**config.mk**
```make
export PLATFORM = sky130hd
export DESIGN_NAME = scan_chain_controller
export DESIGN_NICKNAME = d
export VERILOG_FILES = /design/src/rtl/scan_chain_controller.sv
export SDC_FILE = /design/constraint.sdc
export NUM_CORES = 1
export LEC_CHECK = 0
export ABC_AREA = 1
export CAP_MARGIN = 20
export CORE_ASPECT_RATIO = 1.4
export CORE_MARGIN = 4
export CORE_UTILIZATION = 40
export DETAILED_ROUTE_END_ITERATION = 8
export PLACE_DENSITY = 0.73
export RECOVER_POWER = 25
export SLEW_MARGIN = 25
export SYNTH_ARGS = -nofsm -noshare
export SYNTH_HDL_FRONTEND = slang
export SYNTH_SLANG_ARGS = --single-unit
```
**constraint.sdc**
```tcl
create_clock -name clk -period 0.9 [get_ports clk]
set_input_delay 0.135 -clock clk [delete_from_list [all_inputs] [get_ports clk]]
set_output_delay 0.135 -clock clk [all_outputs]
set_load 0.01 [all_outputs]
```
**src/rtl/scan_chain_controller.sv**
```systemverilog
`default_nettype none
// scan_chain_controller: host-side shift controller and CHAIN_LEN-bit shadow register for a serial scan chain.
// Optional macro SCAN_CAPTURE_EN enables the recirculating CAPTURE op. Rev 1.0
module scan_chain_controller #(
  parameter int CHAIN_LEN = 6
) (
  input  logic                 clk,
  input  logic                 rst_n,
  input  logic                 cmd_valid,
  input  logic [1:0]           cmd_op,
  output logic                 cmd_ready,
  output logic                 done,
  output logic                 cmd_err,
  input  logic                 shadow_we,
  input  logic [CHAIN_LEN-1:0] shadow_wdata,
  output logic [CHAIN_LEN-1:0] shadow_rdata,
  output logic                 scan_enable,
  output logic                 scan_in,
  input  logic                 scan_out
);

  localparam int CW = $clog2(CHAIN_LEN + 1);
  localparam logic [1:0] OP_SWAP  = 2'b00;
  localparam logic [1:0] OP_CLEAR = 2'b10;
`ifdef SCAN_CAPTURE_EN
  localparam logic [1:0] OP_CAPTURE = 2'b01;
`endif

  typedef enum logic [1:0] {
    ST_IDLE  = 2'd0,
    ST_SHIFT = 2'd1,
    ST_DONE  = 2'd2
  } state_t;

  state_t               state_q, state_d;
  logic [CW-1:0]        cnt_q, cnt_d;
  logic [1:0]           op_q, op_d;
  logic                 err_q, err_d;
  logic                 sen_q, sen_d;
  logic [CHAIN_LEN-1:0] shadow_q, shadow_d;
  logic [CHAIN_LEN-1:0] shifted;
  logic                 op_legal;

  generate
    if (CHAIN_LEN == 1) begin : g_shift_one
      assign shifted = scan_out;
    end else begin : g_shift_many
      assign shifted = {shadow_q[CHAIN_LEN-2:0], scan_out};
    end
  endgenerate

  always_comb begin
    op_legal = 1'b0;
    case (cmd_op)
      OP_SWAP, OP_CLEAR: op_legal = 1'b1;
`ifdef SCAN_CAPTURE_EN
      OP_CAPTURE:        op_legal = 1'b1;
`endif
      default:           op_legal = 1'b0;
    endcase
  end

  always_comb begin
    state_d  = state_q;
    cnt_d    = cnt_q;
    op_d     = op_q;
    err_d    = err_q;
    shadow_d = shadow_q;
    case (state_q)
      ST_IDLE: begin
        // A same-cycle host write lands first, so the command shifts the new data.
        if (shadow_we) shadow_d = shadow_wdata;
        if (cmd_valid) begin
          op_d    = cmd_op;
          cnt_d   = CW'(CHAIN_LEN);
          err_d   = ~op_legal;
          state_d = op_legal ? ST_SHIFT : ST_DONE;
        end
      end
      ST_SHIFT: begin
        shadow_d = shifted;
        cnt_d    = cnt_q - CW'(1);
        if (cnt_q == CW'(1)) state_d = ST_DONE;
      end
      ST_DONE: state_d = ST_IDLE;
      default: state_d = ST_IDLE;
    endcase
    sen_d = (state_d == ST_SHIFT);
  end

  always_ff @(posedge clk or negedge rst_n) begin
    if (!rst_n) begin
      state_q  <= ST_IDLE;
      cnt_q    <= '0;
      op_q     <= OP_SWAP;
      err_q    <= 1'b0;
      sen_q    <= 1'b0;
      shadow_q <= '0;
    end else begin
      state_q  <= state_d;
      cnt_q    <= cnt_d;
      op_q     <= op_d;
      err_q    <= err_d;
      sen_q    <= sen_d;
      shadow_q <= shadow_d;
    end
  end

  always_comb begin
    scan_in = 1'b0;
    if (sen_q) begin
      case (op_q)
        OP_SWAP:    scan_in = shadow_q[CHAIN_LEN-1];
`ifdef SCAN_CAPTURE_EN
        OP_CAPTURE: scan_in = scan_out;
`endif
        default:    scan_in = 1'b0;
      endcase
    end
  end

  assign cmd_ready    = (state_q == ST_IDLE);
  assign done         = (state_q == ST_DONE);
  assign cmd_err      = (state_q == ST_DONE) & err_q;
  assign scan_enable  = sen_q;
  assign shadow_rdata = shadow_q;

endmodule
`default_nettype wire
```
==> flow_summary.toml, run 1 <==
[floorplan]
die-area_sq_um = 2680
ios = 24
row_count = 18
fp.dieW_microns = 44.9
coreArea_sq_um = 1780
die_y_microns = 59.7
initial_core_util_pct = 42.9

[synth]
yosysWarnings = 0
netlist_instances = 100
synth_fp_nets = 115
syn_area_per_cell_sq_um = 7.63
synth_cell_types = 16
ys_seq_area_share_pct = 49.2
syn_area_sq_um = 763
synth.ff_latch_count = 15

[timing]
finalClockSkew_ns = 0.00508
setup_viol = 26
fmax_mhz = 830
fin_crit_ns = 1.20
rsz0062_at_grt = "yes"
finalHoldViolCount = 0
slew_viol_final = 0
tightest_slew_ns = 0.386
period_share_pct = 134
slew_headroom_pct = 74.3
layout_setup_ws_ns = -0.304

[cells_and_area]
area_growth_pct = 65.1
stdcell_area_sq_um = 1260
antenna_cells = 0
fillers = 144
fin_nets = 162
drive_gt1_share_pct = 39.7
stdcell_count = 166

[critical_path]
crit_path_cell_trace = "inv_2 -> and3_4 -> buf_6"
critPathKind = "flip-flop to output port"
cp_data_arrival_time_ns = 1.07
startpoint_type = "flip-flop"
cp-end-kind = "output port"
rr_startpoint = "state_q[0]$_DFF_PN0_"
crit_slowest_cell = "dfrtp_2"
cpPeakStageDelay_ns = 0.46
cp_max_fo = 5
path_buf_inv = 2
rr_worst_depth = 6
crit_required_ns = 0.76
crit_family = "flip-flops"
rrSetupSlack_ns = -0.28
reg2reg_to = "shadow_rdata[1]$_DFFE_PN0P_"
path_depth = 3

[global_routing]
overflow = 0
gr-usage-all-layers_pct = 15.5
grt_pass1_wl_microns = 3060
grt_pass1_vias = 756
grt_max_degree = 16
antenna_found_initial = 0

[pwr]
leakagePower_nw = 0.692
p_per_area_nw_per_um2 = 3310
ir_worst_vdd_mv = 2.13
power_mw = 4.17

[job]
max-cap-violations = 0

[clock_tree]
cts_root_buffer = "clkbuf_4"
hold_buffers = 0
clk_pin_slew_worst_paths_ns = 0.09
cts_sinks = 15
tritoncts = "yes"
cts_max_level = 1
numCtsBuffers = 3
cts_buffer_depth = 2
clk_latency_ns = 0.29

[worst_hold_path]
min_path_type = "input port to async pin"

[status]
violations = "setup timing"
status = "complete, but fails checks"

[placed_design]
dp_hpwl_microns = 1370
place_area_sq_um = 1140
dp_slack_ns = -0.420
dp_cells = 155
place_congestion = 0.787
io_buffers = 23

[detailed_routing]
viasPerCell = 4.76
postRouteAntennaNets = 0
vias = 790
drt_iter0_drc = 18
first_pass_iters = 4
drc = 0
wl_per_cell_microns = 12.0
routed_wl_microns = 2000
area by class of cell:
cell class	count	area [sq um]	share of cell area, %
Inverter	19	76.3	6.06
Sequential cell	15	378	30.0
Clock buffer	3	22.5	1.79
Multi-Input combinational cell	66	410	32.6
Timing Repair Buffer	42	343	27.2
Clock inverter	1	5.00	0.397
Tap cell	20	25.0	1.99
cell usage in the layout (no fill, tap or decap):
cell type,synthesis,routed
nor3_2,0,1
nand2_2,1,5
buf_2,0,9
inv_2,2,4
nand3_2,0,1
nor2_2,2,1
ha_4,0,1
dlygate4sd3_1,0,1
clkinv_2,0,1
nand2_1,34,27
dfrtp_2,0,2
inv_1,17,14
nor2_1,3,2
nor2_4,0,2
nand2_4,1,3
nand4_1,1,1
nand3_1,16,15
clkbuf_4,0,3
nand2_8,0,2
o211ai_1,1,1
o21ai_1,0,2
clkbuf_2,0,1
ha_1,2,1
buf_4,1,14
inv_6,0,1
buf_6,0,6
clkdlybuf4s50_1,0,11
dfrtp_1,15,13
and3_4,0,1
through the flow:
stage / TNS [ns] / util [%] / hold slack, ns
6_report: -4.51 / 70.8 / 0.284
5_1_grt: -5.56 / 70.8 / 0.323
4_1_cts: -4.30 / 67.4 / 0.167
3_5_place_dp: -4.97 / 64.3 / 0.463
3_3_place_gp: -4.64 / 64.3 / 0.456
2_1_floorplan: -0.358 / - / -0.161
cells by family after synthesis:
family | count (synthesis) | synth area share (%)
buf+inv | 20 | 10.3
flops | 15 | 49.2
simple gates | 60 | 34.9
compound gates | 3 | 2.30
fa+ha+maj | 2 | 3.28
timing repair:
action                     CTS  global route
cloned                       1             1
setup endpoints to repair   26            26
pin swaps                    3             3
hold endpoints to repair     0             0
resized for setup           57            12
setup buffers                3             2
worst register-to-register path, cell delays in order (launching register included):
cell and delay, ns:
dfrtp_2 0.43, buf_4 0.19, nor2_2 0.06, nor2_4 0.17
inv_2 0.10, nand2_1 0.07, nand2_1 0.06
synth_stat cells (all sizes together):
cell,count,area (sq um)
nand2,36,145
inv,19,71.3
nand3,16,80.1
dfrtp,15,375
nor2,5,23.8
ha,2,25.0
o21ai,2,10.0
and3,1,6.26
buf,1,7.51
nand4,1,6.26
nor3,1,5.00
o211ai,1,7.51
sequential cells by signal, indices dropped and copies added, names as in the netlist:
signal        cells
scan_enable       1
state_q           2
cnt_q             3
shadow_rdata      6
op_q              2
err_q             1
layer usage:
layer	up-vias	share of wire, %	track usage, %
met5	-	0	0
li1	400	-	-
met2	21	55	29.2
met3	4	5.7	1.81
met4	0	1.9	6.69
met1	365	37	16.9
where the power goes:
group / total, mW / switching, mW / internal (mW)
sequential: 1.25 / 0.245 / 1.01
combinational: 2.52 / 1.28 / 1.24
clock: 0.395 / 0.230 / 0.165
total: 4.17 / 1.76 / 2.41
worst max-delay path by stage:
| stage | end | slack [ns] | startpoint |
|---|---|---|---|
| floorplan | shadow_rdata[5]$_DFFE_PN0P_ | -0.03 | state_q[0]$_DFF_PN0_ |
| global placement | cmd_err | -0.41 | state_q[0]$_DFF_PN0_ |
| detailed placement | cmd_err | -0.42 | state_q[0]$_DFF_PN0_ |
| CTS | cmd_err | -0.30 | state_q[0]$_DFF_PN0_ |
| global route | shadow_rdata[0]$_DFFE_PN0P_ | -0.34 | state_q[0]$_DFF_PN0_ |
| finish | cmd_err | -0.30 | state_q[0]$_DFF_PN0_ |
Power figures use the tool's default switching activity.
==> run 2, diff against run 1 <==
--- a/config.mk
+++ b/config.mk
@@ -11,9 +11,10 @@
 export CORE_MARGIN = 4
 export CORE_UTILIZATION = 40
 export DETAILED_ROUTE_END_ITERATION = 8
+export GPL_ROUTABILITY_DRIVEN = 1
 export PLACE_DENSITY = 0.73
 export RECOVER_POWER = 25
-export SLEW_MARGIN = 25
+export SLEW_MARGIN = 20
 export SYNTH_ARGS = -nofsm -noshare
 export SYNTH_HDL_FRONTEND = slang
 export SYNTH_SLANG_ARGS = --single-unit
==> results of run 2 <==
Final layout, timing and power as in run 1 (identical DEF).
==> run 3, diff against run 2 <==
--- a/config.mk
+++ b/config.mk
@@ -6,13 +6,14 @@
 export NUM_CORES = 1
 export LEC_CHECK = 0
 export ABC_AREA = 1
-export CAP_MARGIN = 20
+export CAP_MARGIN = 25
 export CORE_ASPECT_RATIO = 1.4
 export CORE_MARGIN = 4
-export CORE_UTILIZATION = 40
+export CORE_UTILIZATION = 42
+export CTS_BUF_LIST = sky130_fd_sc_hd__clkbuf_2
 export DETAILED_ROUTE_END_ITERATION = 8
 export GPL_ROUTABILITY_DRIVEN = 1
-export PLACE_DENSITY = 0.73
+export PLACE_DENSITY = 0.76
 export RECOVER_POWER = 25
 export SLEW_MARGIN = 20
 export SYNTH_ARGS = -nofsm -noshare
==> flow_summary.toml, run 3 (synthesis gave the netlist of run 1 again) <==
[floorplan]
fp.dieW_microns = 44.0
row_count = 18
ios = 24
initial_core_util_pct = 43.4
coreArea_sq_um = 1760
die-area_sq_um = 2570
die_y_microns = 58.4

[timing]
tightest_slew_ns = 0.695
holdWs_ns = 0.301
setup_viol = 26
rsz0062_at_grt = "yes"
slew_viol_final = 0
layout_setup_ws_ns = -0.436
finalHoldViolCount = 0
period_share_pct = 148
finalClockSkew_ns = 0.00527
slew_headroom_pct = 53.6
fmax_mhz = 749
fin_crit_ns = 1.34

[pwr]
ir_worst_vdd_mv = 2.39
power_frac_comb_pct = 66.9
p_seq_share_pct = 25.7
p_sw_mw = 2.05
leakagePower_nw = 0.750
p_per_area_nw_per_um2 = 3440
power_mw = 4.75
clockPowerShare_pct = 7.4
p_sw_share_pct = 43.2
p_int_mw = 2.70

[global_routing]
grt_pass1_wl_microns = 4040
gr-usage-all-layers_pct = 21.4
grt_pass1_vias = 892
overflow = 0
grt_max_degree = 16
antenna_found_initial = 0

[detailed_routing]
vias = 895
postRouteAntennaNets = 0
wl_per_cell_microns = 15.8
drt_iter0_drc = 36
viasPerCell = 5.26
drc = 0
first_pass_iters = 4
routed_wl_microns = 2680

[critical_path]
rr_worst_depth = 8
crit_required_ns = 1.10
startpoint_type = "flip-flop"
cpPeakStageDelay_ns = 0.45
crit_top_cell = "buf_6"
crit_slowest_cell = "dfrtp_2"
cp_max_fo = 5
startpoint = "state_q[0]$_DFF_PN0_"
cp_data_arrival_time_ns = 1.54
critPathKind = "flip-flop to flip-flop"
rr_startpoint = "state_q[0]$_DFF_PN0_"
crit_path_cell_trace = "buf_6 -> buf_6 -> buf_6 -> nor2_4 -> nor2_4 -> buf_12 -> nand3_4 -> nand2_2"
cp-end-kind = "flip-flop"

[placed_design]
place_congestion = 0.780
dp_hpwl_microns = 1410
io_buffers = 23

[clock_tree]
cts_sinks = 15
cts_buffer_depth = 2
clk_latency_ns = 0.29
numCtsBuffers = 3
cts_max_level = 1
hold_buffers = 0
tritoncts = "yes"
clk_pin_slew_worst_paths_ns = 0.16
cts_root_buffer = "clkbuf_2"

[cells_and_area]
antenna_cells = 0
area_growth_pct = 80.5
fin_nets = 166
layout_commonest_cell = "nand2_1"
final_cell_mix = "nand2_1, inv_1, buf_6"
largest_register_ffs = 6
drive_gt1_share_pct = 44.7

[status]
violations = "setup timing"
status = "complete, but fails checks"

[worst_hold_path]
min_path_type = "input port to async pin"

[job]
max-cap-violations = 0
[run 3: through the flow]
step | cell area (sq um) | util, % | setup TNS [ns] | instances | setup slack (ns)
after floorplan | 791 | - | -0.358 | 100 | -0.0318
after global placement | 1160 | 65.9 | -4.73 | 155 | -0.401
after detailed placement | 1160 | 65.9 | -5.25 | 155 | -0.430
after CTS | 1310 | 74.4 | -6.09 | 167 | -0.391
after global routing | 1380 | 78.4 | -7.91 | 170 | -0.466
final | 1380 | 78.4 | -6.76 | 170 | -0.436
[run 3: power groups by stage]
| stage | clock, mW | combinational (mW) | sequential [mW] |
|---|---|---|---|
| after floorplan | 0 | 1.05 | 1.31 |
| after global placement | 0 | 2.19 | 1.23 |
| after detailed placement | 0 | 2.24 | 1.25 |
| after CTS | 0.347 | 2.78 | 1.20 |
| after global routing | 0.384 | 3.43 | 1.26 |
| final | 0.350 | 3.17 | 1.22 |
[run 3: final timing paths]
| kind | endpoint | slack (ns) |
|---|---|---|
| setup / recovery | shadow_rdata[0]$_DFFE_PN0P_ | -0.44 |
| hold / removal | op_q[0]$_DFFE_PN0P_ | 0.30 |
| setup reg to reg | shadow_rdata[0]$_DFFE_PN0P_ | -0.44 |
| hold reg to reg | cnt_q[2]$_DFFE_PN0P_ | 0.53 |
| max in group asynchronous | state_q[0]$_DFF_PN0_ | 0.12 |
| min in group clk | op_q[1]$_DFFE_PN0P_ | 0.39 |
[run 3: area by class of cell]
type / instances / area (sq um)
multi-input cells: 66 / 442
repair buffers: 46 / 432
fillers: 125 / 379
flip-flops and latches: 15 / 378
inverters: 19 / 81.3
well taps: 20 / 25.0
clock buffers: 4 / 20.0
[run 3: repair_timing]
item / CTS / global route
hold endpoints to repair: 0 / 0
resized for setup: 72 / 17
buffers inserted: 8 / 4
setup endpoints to repair: 26 / 26
gates cloned: 0 / 1
pin swaps: 11 / 12
[run 3: layer usage]
metal  global-route usage [%]  up-vias  wire length, microns
met1                     23.0      433                  1010
met4                     10.8        0                    82
met3                     1.83       11                   160
met2                     40.0       41                  1430
li1                         -      410                     -
met5                        0        -                     0
[run 3: worst max-delay path: cells and delay by family, from the launching register on]
family	cells	cell delay [ns]
DFF	1	0.45
and+or+nand+nor	4	0.29
buffers and inverters	4	0.48
